File: src/rtl/eth_perf_pkg.sv
// Shared types and constants for the performance-counter event master.
// Command offsets are word offsets within one section's slot of the counter map.
package eth_perf_pkg;

    localparam int          NUM_SECTIONS = 4;
    localparam logic [3:0]  CMD_STOP_OFS = 4'd0;
    localparam logic [3:0]  CMD_GO_OFS   = 4'd1;
    localparam logic [31:0] CLEAR_DATA   = 32'h1;

    typedef enum logic {
        ST_IDLE,
        ST_ISSUE
    } state_e;

    typedef enum logic [1:0] {
        CMD_NONE,
        CMD_CLEAR,
        CMD_GO,
        CMD_STOP
    } cmd_e;

    function automatic logic [1:0] oh2idx(input logic [3:0] oh);
        oh2idx = 2'd0;
        for (int i = 0; i < 4; i++) begin
            if (oh[i]) oh2idx = 2'(i);
        end
    endfunction

endpackage

File: src/rtl/eth_perf_rr_arb.sv
// Four-way round-robin arbiter: one-hot grant, combinational from requests.
// Pointer moves past the granted requester only when accept_i is high.
module eth_perf_rr_arb (
    input  logic       clk,
    input  logic       reset_n,
    input  logic [3:0] req_i,
    input  logic       accept_i,
    output logic [3:0] gnt_o
);

    logic [1:0] ptr_q, ptr_d;
    logic [1:0] idx;
    logic [1:0] gidx;
    logic       found;

    always_comb begin
        gnt_o = '0;
        found = 1'b0;
        idx   = ptr_q;
        gidx  = ptr_q;
        for (int k = 0; k < 4; k++) begin
            idx = ptr_q + 2'(k);
            if (!found && req_i[idx]) begin
                gnt_o[idx] = 1'b1;
                gidx       = idx;
                found      = 1'b1;
            end
        end
    end

    assign ptr_d = (accept_i && found) ? gidx + 2'd1 : ptr_q;

    always_ff @(posedge clk or negedge reset_n) begin
        if (!reset_n) ptr_q <= 2'd0;
        else          ptr_q <= ptr_d;
    end

endmodule

File: src/rtl/eth_perf_event_master.sv
// Turns per-section start/stop/clear events into one-cycle Avalon-MM writes.
// Event-to-write latency 2 cycles; at most one write every 2 cycles, excess events set drop_sticky.
module eth_perf_event_master
    import eth_perf_pkg::*;
#(
    parameter int NUM_SECTIONS = eth_perf_pkg::NUM_SECTIONS,
    parameter int BASE_STRIDE  = 4
) (
    input  logic        clk,
    input  logic        reset_n,
    input  logic [3:0]  start_evt,
    input  logic [3:0]  stop_evt,
    input  logic        clear_req,
    input  logic        enable,
    output logic [3:0]  address,
    output logic        write,
    output logic        begintransfer,
    output logic [31:0] writedata,
    output logic [3:0]  running,
    output logic [3:0]  drop_sticky,
    output logic        busy
);

    state_e      state_q, state_d;
    cmd_e        cmd_q, cmd_d;
    logic [1:0]  sec_q, sec_d;
    logic [3:0]  addr_q, addr_d;
    logic [31:0] wdata_q, wdata_d;
    logic [3:0]  go_q, go_d, stop_q, stop_d;
    logic [3:0]  run_q, run_d, drop_q, drop_d, gofirst_q, gofirst_d;
    logic        clr_q, clr_d;

    logic [3:0]  req, gnt;
    logic        accept;
    logic [1:0]  gsec;
    logic        issue_clr;
    logic [3:0]  iss_go, iss_stop;
    logic [3:0]  go_keep, stop_keep, go_pend, stop_pend, run_cur;
    logic [3:0]  start_ok, stop_ok, drops;

    assign req  = go_q | stop_q;
    assign gsec = oh2idx(gnt);

    eth_perf_rr_arb u_arb (
        .clk      (clk),
        .reset_n  (reset_n),
        .req_i    (req),
        .accept_i (accept),
        .gnt_o    (gnt)
    );

    always_ff @(posedge clk or negedge reset_n) begin
        if (!reset_n) begin
            state_q <= ST_IDLE;
            cmd_q   <= CMD_NONE;
            sec_q   <= 2'd0;
            addr_q  <= 4'd0;
            wdata_q <= 32'd0;
        end else begin
            state_q <= state_d;
            cmd_q   <= cmd_d;
            sec_q   <= sec_d;
            addr_q  <= addr_d;
            wdata_q <= wdata_d;
        end
    end

    // Command is chosen and latched on the IDLE->ISSUE edge; clear always wins.
    always_comb begin
        state_d = state_q;
        cmd_d   = cmd_q;
        sec_d   = sec_q;
        addr_d  = addr_q;
        wdata_d = wdata_q;
        accept  = 1'b0;
        case (state_q)
            ST_IDLE: begin
                if (clr_q) begin
                    state_d = ST_ISSUE;
                    cmd_d   = CMD_CLEAR;
                    addr_d  = 4'd0;
                    wdata_d = CLEAR_DATA;
                end else if (|req) begin
                    state_d = ST_ISSUE;
                    accept  = 1'b1;
                    sec_d   = gsec;
                    wdata_d = 32'd0;
                    if (go_q[gsec] && (!stop_q[gsec] || gofirst_q[gsec])) begin
                        cmd_d  = CMD_GO;
                        addr_d = 4'(int'(gsec) * BASE_STRIDE) + CMD_GO_OFS;
                    end else begin
                        cmd_d  = CMD_STOP;
                        addr_d = 4'(int'(gsec) * BASE_STRIDE) + CMD_STOP_OFS;
                    end
                end
            end
            default: state_d = ST_IDLE;
        endcase
    end

    always_comb begin
        write         = (state_q == ST_ISSUE);
        begintransfer = (state_q == ST_ISSUE);
        address       = addr_q;
        writedata     = wdata_q;
        running       = run_q;
        drop_sticky   = drop_q;
        busy          = (state_q == ST_ISSUE) || (|go_q) || (|stop_q) || clr_q;
    end

    assign issue_clr = (state_q == ST_ISSUE) && (cmd_q == CMD_CLEAR);
    assign iss_go    = ((state_q == ST_ISSUE) && (cmd_q == CMD_GO))   ? (4'b0001 << sec_q) : 4'b0000;
    assign iss_stop  = ((state_q == ST_ISSUE) && (cmd_q == CMD_STOP)) ? (4'b0001 << sec_q) : 4'b0000;

    // Events are judged against the state as it stands once this cycle's command retires,
    // except that a flag re-armed in its own issue cycle is never a drop.
    always_comb begin
        go_keep   = '0;
        stop_keep = '0;
        go_pend   = '0;
        stop_pend = '0;
        run_cur   = '0;
        start_ok  = '0;
        stop_ok   = '0;
        drops     = '0;
        go_d      = '0;
        stop_d    = '0;
        run_d     = '0;
        gofirst_d = gofirst_q;
        for (int i = 0; i < NUM_SECTIONS; i++) begin
            go_keep[i]   = !issue_clr && go_q[i] && !iss_go[i];
            stop_keep[i] = !issue_clr && stop_q[i] && !iss_stop[i];
            go_pend[i]   = !issue_clr && go_q[i];
            stop_pend[i] = !issue_clr && stop_q[i];
            run_cur[i]   = !issue_clr && run_q[i];
            start_ok[i]  = enable && start_evt[i] && !go_keep[i] && !(run_cur[i] && !stop_pend[i]);
            stop_ok[i]   = enable && stop_evt[i] && !stop_keep[i]
                           && (run_cur[i] || go_pend[i] || start_ok[i]);
            drops[i]     = (enable && start_evt[i] && !start_ok[i])
                           || (enable && stop_evt[i] && !stop_ok[i]);
            go_d[i]      = go_keep[i] || start_ok[i];
            stop_d[i]    = stop_keep[i] || stop_ok[i];
            run_d[i]     = iss_go[i] || (run_cur[i] && !iss_stop[i]);
            if (start_ok[i] && !stop_keep[i])     gofirst_d[i] = 1'b1;
            else if (stop_ok[i] && !go_keep[i])   gofirst_d[i] = 1'b0;
        end
        drop_d = (issue_clr ? 4'b0000 : drop_q) | drops;
    end

    assign clr_d = (clr_q && !issue_clr) || (enable && clear_req);

    always_ff @(posedge clk or negedge reset_n) begin
        if (!reset_n) begin
            go_q      <= '0;
            stop_q    <= '0;
            run_q     <= '0;
            drop_q    <= '0;
            gofirst_q <= '0;
            clr_q     <= 1'b0;
        end else begin
            go_q      <= go_d;
            stop_q    <= stop_d;
            run_q     <= run_d;
            drop_q    <= drop_d;
            gofirst_q <= gofirst_d;
            clr_q     <= clr_d;
        end
    end

endmodule

File: config.mk
export PLATFORM = sky130hd
export DESIGN_NAME = eth_perf_event_master
export DESIGN_NICKNAME = d
export VERILOG_FILES = /design/src/rtl/eth_perf_pkg.sv /design/src/rtl/eth_perf_rr_arb.sv /design/src/rtl/eth_perf_event_master.sv
export SDC_FILE = /design/constraint.sdc
export NUM_CORES = 1
export LEC_CHECK = 0
export BUFFER_PORTS_ARGS = -buffer_cell sky130_fd_sc_hd__buf_2
export CORE_AREA = 2 2 56 85
export DETAILED_ROUTE_END_ITERATION = 10
export DIE_AREA = 0 0 58 87
export GPL_TIMING_DRIVEN = 0
export PLACE_DENSITY = 0.83
export SLEW_MARGIN = 0
export SYNTH_ARGS = -nofsm -noshare
export SYNTH_HDL_FRONTEND = slang
export SYNTH_SLANG_ARGS = --single-unit
File: constraint.sdc
create_clock -name clk -period 5.8 [get_ports clk]
set_input_delay 1.16 -clock clk [delete_from_list [all_inputs] [get_ports clk]]
set_output_delay 1.16 -clock clk [all_outputs]
set_load 0.02 [all_outputs]
==> results.sh, run 1 <==
export IMPL_drive_gt1_frac=0.240
export IMPL_endpoint="cmd_q[0]"
export IMPL_die_w_um=58
export IMPL_whs_path_depth=2
export IMPL_boundaryPins=59
export IMPL_area_growth_pct=17.8
export IMPL_setup_viol=0
export IMPL_worst_slew_pin_slew_ns=0.735
export IMPL_synth_area_top_cells="dfrtp_1, buf_4, nand2_1"
export IMPL_fp_row_count=30
export IMPL_critPathArrivalTime_ns=3.46
export IMPL_drt_wl_total_mm=5.98
export IMPL_ys_ff_latch=32
export IMPL_regToRegEndpoint="cmd_q[0]"
export IMPL_fin_crit_ns=3.30
export IMPL_netlist_area_um2=2430
export IMPL_syn_area_per_cell_um2=8.27
export IMPL_grt_usage=0.256
export IMPL_fillers=399
export IMPL_dieArea_um2=5050
export IMPL_cts_sinks=32
export IMPL_clock_skew_ns=0.00871
export IMPL_core_um2=4350
export IMPL_antennaDiodeCount=0
export IMPL_clock_latency_ns=0.29
export IMPL_crit_required_ns=5.96
export IMPL_pwr_share_comb=0.551
export IMPL_synth_cell_types=58
export IMPL_relSlewSlack=0.510
export IMPL_cts_made_buffers=5
export IMPL_grt_ovfl_total=0
export IMPL_post_cts_setup_buffers=0
export IMPL_synth_most_common_cell="nand2_1"
export IMPL_yosysTopAreaCell="dfrtp_1"
export IMPL_syn_inst=294
export IMPL_cts_tree="done"
export IMPL_antenna_found_initial=0
export IMPL_die_y_um=87
export IMPL_status="complete, no violations"
export IMPL_hold_buffers=0
export IMPL_numPortBuffers=26
export IMPL_clk_pin_slew_ns=0.07
export IMPL_yosysSeqAreaShare=0.329
export IMPL_final_setup_tns_ns=0
export IMPL_hold_path_class="register to register"
export IMPL_root_buffer="clkbuf_8"
export IMPL_peakVddDrop_v=0.000327
export IMPL_crit_path_start_kind="register"
export IMPL_start_util=0.558
export IMPL_p_per_area_nw_per_um2=535
export IMPL_ys_async_sr_fraction=1.00
export IMPL_grt_pass1_vias=2130
export IMPL_cp_max_fo=10
export IMPL_cp_startpoint="u_arb.ptr_q[0]"
export IMPL_wl_per_cell_um=14.7
export IMPL_drtIter0Drc=77
export IMPL_finalHoldViolations=0
export IMPL_synth_edff_count=0
export IMPL_drc=0
export IMPL_grt_pass1_wl_mm=9.98
export IMPL_post_cts_resize_count=0
export IMPL_hold_worst_slack_ns=0.471
export IMPL_drt_pass1_iter_count=4
export IMPL_power_frac_seq=0.295
export IMPL_rr_worst_depth=10
export IMPL_num_vias=2278
export IMPL_cp_end_kind="register"
export IMPL_switching_share=0.476
export IMPL_routed_via_density=5.60
export IMPL_h_tree_depth=2
export IMPL_worstSetupPathType="register to register"
export IMPL_clk_path_buf_depth=2
export IMPL_synth_top_area_frac=0.329
export IMPL_p_switching_mw=0.730
export IMPL_period_share=0.568
export IMPL_fin_nets=377
export IMPL_place_gp_congestion=0.996
export IMPL_place_hpwl_mm=4.52
export IMPL_grt_max_degree=33
export IMPL_slew_violations=0
export IMPL_drv_cap=0
export IMPL_fmax_mhz=303
export IMPL_p_int_mw=0.804
export IMPL_synth_ff_type="dfrtp_1"
export IMPL_rsz0062_at_grt="no"
export IMPL_synthTopCellsByCount="nand2_1, buf_4, dfrtp_1"
export IMPL_clkPwrFrac=0.153
export IMPL_ant_nets=0
export IMPL_power_leakage_nw=1.44
export IMPL_r2r_start="u_arb.ptr_q[0]"
export IMPL_yosysWarnings=0
export IMPL_r2r_slack_ns=2.50
-- how the worst min path moves through the flow --
stage,startpoint,end
6_report,drop_sticky[2],drop_sticky[2]
5_1_grt,drop_sticky[2],drop_sticky[2]
4_1_cts,drop_sticky[2],drop_sticky[2]
3_5_place_dp,drop_sticky[2],drop_sticky[2]
3_3_place_gp,drop_sticky[2],drop_sticky[2]
2_1_floorplan,gofirst_q[3],gofirst_q[3]
-- power groups by stage --
stage / sequential [mW] / clock [mW] / combinational, mW
6_report: 0.453 / 0.235 / 0.845
4_1_cts: 0.448 / 0.237 / 0.837
2_1_floorplan: 0.449 / 0 / 0.608
5_1_grt: 0.468 / 0.245 / 0.937
3_5_place_dp: 0.452 / 0 / 0.829
3_3_place_gp: 0.448 / 0 / 0.809
-- stage by stage --
step | instance area [µm²] | instances | total power [mW] | utilization | setup WS [ns]
after floorplan | 2550 | 325 | 1.06 | - | 2.93
after global placement | 2740 | 399 | 1.26 | 0.629 | 2.53
after detailed placement | 2740 | 399 | 1.28 | 0.629 | 2.54
after CTS | 2860 | 407 | 1.52 | 0.658 | 2.51
after global routing | 2860 | 407 | 1.65 | 0.658 | 2.28
final | 2860 | 407 | 1.53 | 0.658 | 2.50
-- routing by layer --
layer	up-vias	global-route usage	share of wire
li1	1095	-	-
met1	1069	0.296	0.38
met2	95	0.452	0.53
met3	19	0.0312	0.047
met4	0	0.133	0.036
met5	-	0	0
-- layout make-up --
type | instances | area (µm²) | share of cell area
inverter | 16 | 60.1 | 0.0210
clock inverter | 1 | 30.0 | 0.0105
multi-input combinational | 236 | 1400 | 0.488
buffer | 41 | 290 | 0.101
sequential | 32 | 801 | 0.280
clock buffer | 7 | 96.3 | 0.0336
timing repair buffer | 26 | 130 | 0.0454
tap | 48 | 60.1 | 0.0210
-- sequential cells by signal, indices dropped and copies added, names as in the netlist --
name and cells:
cmd_q 2, clr_q 1, go_q 4, writedata 1
stop_q 4, begintransfer 1, gofirst_q 4, address 3
drop_sticky 4, sec_q 2, u_arb.ptr_q 2, running 4
-- worst max-delay path, cell delays in order, from the launching register on --
cell and delay [ns]:
dfrtp_1 0.43, buf_4 0.21, clkinv_1 0.25, ha_1 0.48
or3b_2 0.46, mux2i_1 0.29, nand4_1 0.16, and3_1 0.23
and3_4 0.16, o41ai_2 0.40, a211oi_1 0.10
-- kinds of logic (layout without fill, tap and decap cells) --
family | count (synthesis) | after routing | share of synthesized area
adder cells (fa/ha/maj) | 7 | 7 | 0.0360
other | 1 | 32 | 0.00154
buffers and inverters | 57 | 91 | 0.144
XOR/XNOR | 2 | 2 | 0.00721
multiplexers | 5 | 5 | 0.0309
flip-flops | 32 | 32 | 0.329
AND/OR/NAND/NOR | 112 | 112 | 0.242
AO/OA/AOI/OAI | 78 | 78 | 0.208
-- cells in the final DEF (no fill, tap or decap), drive strengths merged, types with 12 or more instances in the layout --
| cell | netlist | final |
|---|---|---|
| buf | 36 | 62 |
| nand2 | 37 | 37 |
| a21oi | 17 | 17 |
| dfrtp | 32 | 32 |
| conb | 1 | 32 |
| inv | 15 | 15 |
| nor2 | 27 | 27 |
| clkbuf | 5 | 12 |
| o21ai | 23 | 23 |
Power figures use the tool's default switching activity.
==> run 2, diff against run 1 <==
CORE_AREA = 2 2 58 88   (was 2 2 56 85)
DIE_AREA = 0 0 60 90   (was 0 0 58 87)
PLACE_DENSITY = 0.78   (was 0.83)
clock period = 3.5 ns   (was 5.8 ns; I/O delays follow)
==> run 2 against run 1 <==
Compared with the run above:
- clock power is 49% higher
- worst setup slack got worse by 2.3 ns
- clock skew shrank 0.0048 ns
- flip-flop and latch count unchanged
- global-route usage is 2.3 points lower
- non-clock buffer count unchanged
- worst hold slack got worse by 0.011 ns
- fmax increased by 0.29%
- first-iteration DRC count up 14%
- via count decreased by 1.8%
- critical path depth is the same
- critical endpoint is now address[0]
- largest cell class unchanged
==> results.sh, run 2 (synthesized netlist as in run 1, its figures left out) <==
export IMPL_status="complete, no violations"
export IMPL_drt_pass1_iter_count=4
export IMPL_hold_buffers=0
export IMPL_routed_via_density=5.27
export IMPL_crit_slowest_cell="ha_1"
export IMPL_place_gp_congestion=0.891
export IMPL_fmax_mhz=304
export IMPL_pwr_share_comb=0.555
export IMPL_p_switching_mw=1.18
export IMPL_hold_worst_slack_ns=0.461
export IMPL_root_buffer="clkbuf_8"
export IMPL_wl_per_cell_um=13.3
export IMPL_cp_end_kind="register"
export IMPL_switching_share=0.477
export IMPL_fillers=421
export IMPL_dieArea_um2=5400
export IMPL_cts_made_buffers=5
export IMPL_worstSetupPathType="register to register"
export IMPL_grt_pass1_wl_mm=9.74
export IMPL_place_hpwl_mm=4.36
export IMPL_post_cts_setup_buffers=0
export IMPL_clock_latency_ns=0.29
export IMPL_die_w_um=60
export IMPL_finish_instance_area_um2=2870
export IMPL_area_growth_pct=18.0
export IMPL_power_frac_seq=0.303
export IMPL_numPortBuffers=26
export IMPL_clkPwrFrac=0.142
export IMPL_multi_input_area_um2=1400
export IMPL_slowest_delay_ns=0.49
export IMPL_period_share=0.939
export IMPL_grt_usage=0.233
export IMPL_clk_path_buf_depth=2
export IMPL_h_tree_depth=2
export IMPL_critPathArrivalTime_ns=3.51
export IMPL_cp_num_buf_inv=2
export IMPL_grt_ovfl_total=0
export IMPL_finalHoldViolations=0
export IMPL_setup_viol=0
export IMPL_crit_path_start_kind="register"
export IMPL_hold_path_class="input port to async pin"
export IMPL_cp_top_family="simple AND/OR/NAND/NOR gates"
export IMPL_p_per_area_nw_per_um2=861
export IMPL_layout_cells_non_filler=425
export IMPL_relSlewSlack=0.527
export IMPL_fp_row_count=31
export IMPL_fin_nets=377
export IMPL_peakVddDrop_v=0.000444
export IMPL_worst_slew_pin_slew_ns=0.709
export IMPL_drt_wl_total_mm=5.66
export IMPL_drtIter0Drc=88
export IMPL_clk_pin_slew_ns=0.07
export IMPL_crit_chain="buf_4 > clkinv_1 > ha_1 > or3b_2 > mux2i_1 > nand4_1 > and3_1 > and3_4 > o41ai_2 > a221o_1"
export IMPL_slew_violations=0
export IMPL_most_common_layout_cells="nand2_1, buf_4, conb_1, dfrtp_1, buf_2"
export IMPL_drive_gt1_frac=0.237
export IMPL_seq_area_um2=801
export IMPL_drc=0
export IMPL_cts_sinks=32
export IMPL_power_leakage_nw=1.43
export IMPL_fin_crit_ns=3.29
export IMPL_cts_tree="done"
export IMPL_antennaDiodeCount=0
export IMPL_clock_skew_ns=0.00395
export IMPL_final_setup_tns_ns=0
export IMPL_boundaryPins=59
export IMPL_final_util=0.611
export IMPL_grt_pass1_vias=2162
export IMPL_start_util=0.518
export IMPL_die_y_um=90
export IMPL_num_vias=2238
export IMPL_core_um2=4690
export IMPL_layout_commonest_cell="nand2_1"
export IMPL_dp_cells=417
export IMPL_grt_max_degree=33
export IMPL_post_cts_resize_count=0
export IMPL_drv_cap=0
export IMPL_rsz0062_at_grt="no"
export IMPL_ant_nets=0
export IMPL_cp_max_fo=10
export IMPL_p_int_mw=1.29
export IMPL_placed_area_um2=2760
export IMPL_crit_required_ns=3.73
export IMPL_antenna_found_initial=0
-- run 2: cell types whose count changed in the layout (fill, tap and decap cells not counted), sizes merged --
cell / before / now
clkinv: 1 / 2
clkbuf: 12 / 11
-- run 2: final cells by class --
cell class	count	area share
plain buffers	41	0.101
clock buffers	6	0.0253
clock inverters	2	0.0122
inverters	16	0.0209
multi-input cells	236	0.487
flip-flops and latches	32	0.279
well taps	66	0.0288
repair buffers	26	0.0454
-- run 2: per-stage QoR --
step / total power [mW] / setup slack, ns
global route: 2.68 / 0.00760
global placement: 2.09 / 0.256
CTS: 2.46 / 0.240
detailed placement: 2.10 / 0.270
floorplan: 1.75 / 0.635
finish: 2.47 / 0.213
-- run 2: power by group through the flow --
stage	combinational (mW)	sequential [mW]	clock [mW]
final	1.37	0.748	0.350
after global routing	1.53	0.778	0.371
after CTS	1.36	0.742	0.354
after global placement	1.34	0.746	0
after detailed placement	1.35	0.749	0
after floorplan	1.01	0.745	0
-- run 2: worst paths after layout --
kind,start,end,slack (ns),cells past startpoint
min reg2reg,drop_sticky[2],drop_sticky[2],0.47,2
max reg2reg,u_arb.ptr_q[0],address[0],0.21,10
min,reset_n,gofirst_q[2],0.46,1
max,u_arb.ptr_q[0],address[0],0.21,10
max in group asynchronous,reset_n,u_arb.ptr_q[1],2.59,1
min in group clk,drop_sticky[2],drop_sticky[2],0.47,2
-- run 2: metal layers --
metal | routed length, µm | vias to the layer above | GRT usage
met5 | 0 | - | 0
met4 | 155 | 0 | 0.126
met3 | 273 | 12 | 0.0317
met2 | 3020 | 73 | 0.399
met1 | 2210 | 1055 | 0.265
li1 | - | 1098 | -
==> run 3, diff against run 2 <==
ABC_AREA = 1   (was not set)
CORE_AREA = 2 2 57 86   (was 2 2 58 88)
DIE_AREA = 0 0 59 88   (was 0 0 60 90)
PLACE_DENSITY = 0.79   (was 0.78)
==> run 3 against run 2 <==
Compared with the run above:
- critical endpoint is now cmd_q[0]
- largest power group unchanged
- flip-flop and latch count unchanged
- sequential power down 12%
- cell count up 1.6%
- synthesized area down 3.6%
- die area down 3.9%
- fmax up 36%
- critical path depth up 5
- highest routed layer unchanged
- clock power down 24%
- sequential share of layout area up 1.5 points
- wire length down 15%
- combinational power up 20%
- first-iteration DRC count down 55%
==> results.sh, run 3 <==
export IMPL_status="complete, no violations"
export IMPL_fp_row_count=30
export IMPL_place_gp_congestion=0.885
export IMPL_crit_slowest_cell="dfrtp_1"
export IMPL_num_vias=2085
export IMPL_fmax_mhz=413
export IMPL_root_buffer="clkbuf_8"
export IMPL_antennaDiodeCount=0
export IMPL_worstSetupPathType="register to register"
export IMPL_relSlewSlack=0.522
export IMPL_synth_top_area_frac=0.342
export IMPL_cp_top_family="simple AND/OR/NAND/NOR gates"
export IMPL_start_util=0.529
export IMPL_slew_violations=0
export IMPL_drive_gt1_frac=0.255
export IMPL_fin_crit_ns=2.42
export IMPL_antenna_found_initial=0
export IMPL_r2r_slack_ns=1.08
export IMPL_dp_cells=425
export IMPL_rsz0062_at_grt="no"
export IMPL_ant_nets=0
export IMPL_critPathArrivalTime_ns=2.60
export IMPL_drt_wl_total_mm=4.79
export IMPL_drv_cap=0
export IMPL_worst_slew_pin_slew_ns=0.717
export IMPL_fillers=425
export IMPL_yosysTopAreaCell="dfrtp_1"
export IMPL_layout_commonest_cell="nand2_1"
export IMPL_syn_area_per_cell_um2=7.30
export IMPL_period_share=0.692
export IMPL_die_y_um=88
export IMPL_routed_via_density=4.83
export IMPL_clk_pin_slew_ns=0.06
export IMPL_core_um2=4430
export IMPL_fin_ws_ns=1.08
export IMPL_drc=0
export IMPL_wl_per_cell_um=11.1
export IMPL_h_tree_depth=2
export IMPL_cp_end_kind="register"
export IMPL_grt_ovfl_total=0
export IMPL_numPortBuffers=25
export IMPL_synth_area_top_cells="dfrtp_1, nand2_1, buf_4"
export IMPL_crit_chain="inv_1 > ha_1 > inv_1 > nand3_2 > nand2_4 > nor2_4 > nand3_2 > nor2_2 > nor2_4 > nand2_1 > nand2_2 > nand3_2 > nand3_2 > nand2_1 > inv_1"
export IMPL_synth_ff_type="dfrtp_1"
export IMPL_post_cts_resize_count=0
export IMPL_slowest_delay_ns=0.47
export IMPL_final_util=0.615
export IMPL_hold_buffers=0
export IMPL_setup_viol=0
export IMPL_cp_common_cell="nand3_2"
export IMPL_clock_latency_ns=0.28
export IMPL_synth_cell_types=31
export IMPL_die_w_um=59
export IMPL_cp_max_fo=9
export IMPL_crit_required_ns=3.68
export IMPL_grt_pass1_vias=1993
export IMPL_fin_nets=403
export IMPL_post_cts_setup_buffers=0
export IMPL_ys_ff_latch=32
export IMPL_boundaryPins=59
export IMPL_cts_made_buffers=5
export IMPL_area_growth_pct=16.2
export IMPL_ys_async_sr_fraction=1.00
export IMPL_cp_num_buf_inv=3
export IMPL_grt_pass1_wl_mm=8.25
export IMPL_clock_skew_ns=0.00566
export IMPL_power_leakage_nw=1.60
export IMPL_drt_pass1_iter_count=4
export IMPL_yosysWarnings=0
export IMPL_netlist_area_um2=2340
export IMPL_synth_most_common_cell="nand2_1"
export IMPL_synthTopCellsByCount="nand2_1, inv_1, buf_4"
export IMPL_dieArea_um2=5190
export IMPL_finalHoldViolations=0
export IMPL_place_hpwl_mm=3.92
export IMPL_cts_sinks=32
export IMPL_peakVddDrop_v=0.000457
export IMPL_dp_slack_ns=1.10
export IMPL_most_common_layout_cells="nand2_1, inv_1, buf_4"
export IMPL_clk_path_buf_depth=2
export IMPL_synth_edff_count=0
export IMPL_layout_cells_non_filler=432
export IMPL_cts_tree="done"
export IMPL_grt_usage=0.209
export IMPL_drtIter0Drc=40
export IMPL_final_setup_tns_ns=0
export IMPL_yosysSeqAreaShare=0.342
export IMPL_crit_path_start_kind="register"
export IMPL_hold_path_class="input port to async pin"
export IMPL_grt_max_degree=33
export IMPL_p_per_area_nw_per_um2=945
export IMPL_syn_inst=321
## run 3: final cells by class
type                       count  area [µm²]  share of cell area
clock inverter                 1        5.00             0.00184
timing repair buffer          25         125              0.0459
sequential                    32         801               0.294
multi-input combinational    236        1220               0.448
clock buffer                   6        72.6              0.0266
buffer                        36         260              0.0955
tap                           48        60.1              0.0220
inverter                      48         180              0.0661
## run 3: logic make-up (layout without fill, tap and decap cells)
logic type | count (synthesis) | in the layout | share of synthesized area
and+or+nand+nor | 167 | 167 | 0.351
buffers and inverters | 84 | 116 | 0.188
DFF | 32 | 32 | 0.342
AOI/OAI and AO/OA | 29 | 29 | 0.0768
adders and majority gates | 7 | 7 | 0.0374
other | 1 | 32 | 0.00160
xor gates and xnor gates | 1 | 1 | 0.00374
## run 3: metrics by stage
step / area (µm²) / hold slack (ns) / power (mW)
after floorplan: 2460 / 0.404 / 1.95
after global placement: 2650 / 0.461 / 2.25
after detailed placement: 2650 / 0.462 / 2.30
after CTS: 2720 / 0.480 / 2.58
after global routing: 2720 / 0.504 / 2.83
final: 2720 / 0.465 / 2.57
## run 3: power by group
part,switching [mW],leakage [nW],internal [mW]
logic,1.09,1.18,0.556
clock network,0.131,0.0410,0.135
registers,0.130,0.384,0.530
## run 3: worst paths after layout
path | startpoint | end | depth (start not counted)
max | u_arb.ptr_q[1] | cmd_q[0] | 15
min reg2reg | address[3] | address[3] | 2
min in group clk | address[3] | address[3] | 2
max in group asynchronous | reset_n | gofirst_q[0] | 1
min | reset_n | address[3] | 1
max reg2reg | u_arb.ptr_q[1] | cmd_q[0] | 15
## run 3: metal layers
metal / GRT usage / part of all wire / vias to the layer above
met1: 0.211 / 0.38 / 942
met2: 0.390 / 0.55 / 54
met5: 0 / 0 / -
li1: - / - / 1072
met4: 0.118 / 0.039 / 0
met3: 0.0355 / 0.032 / 17
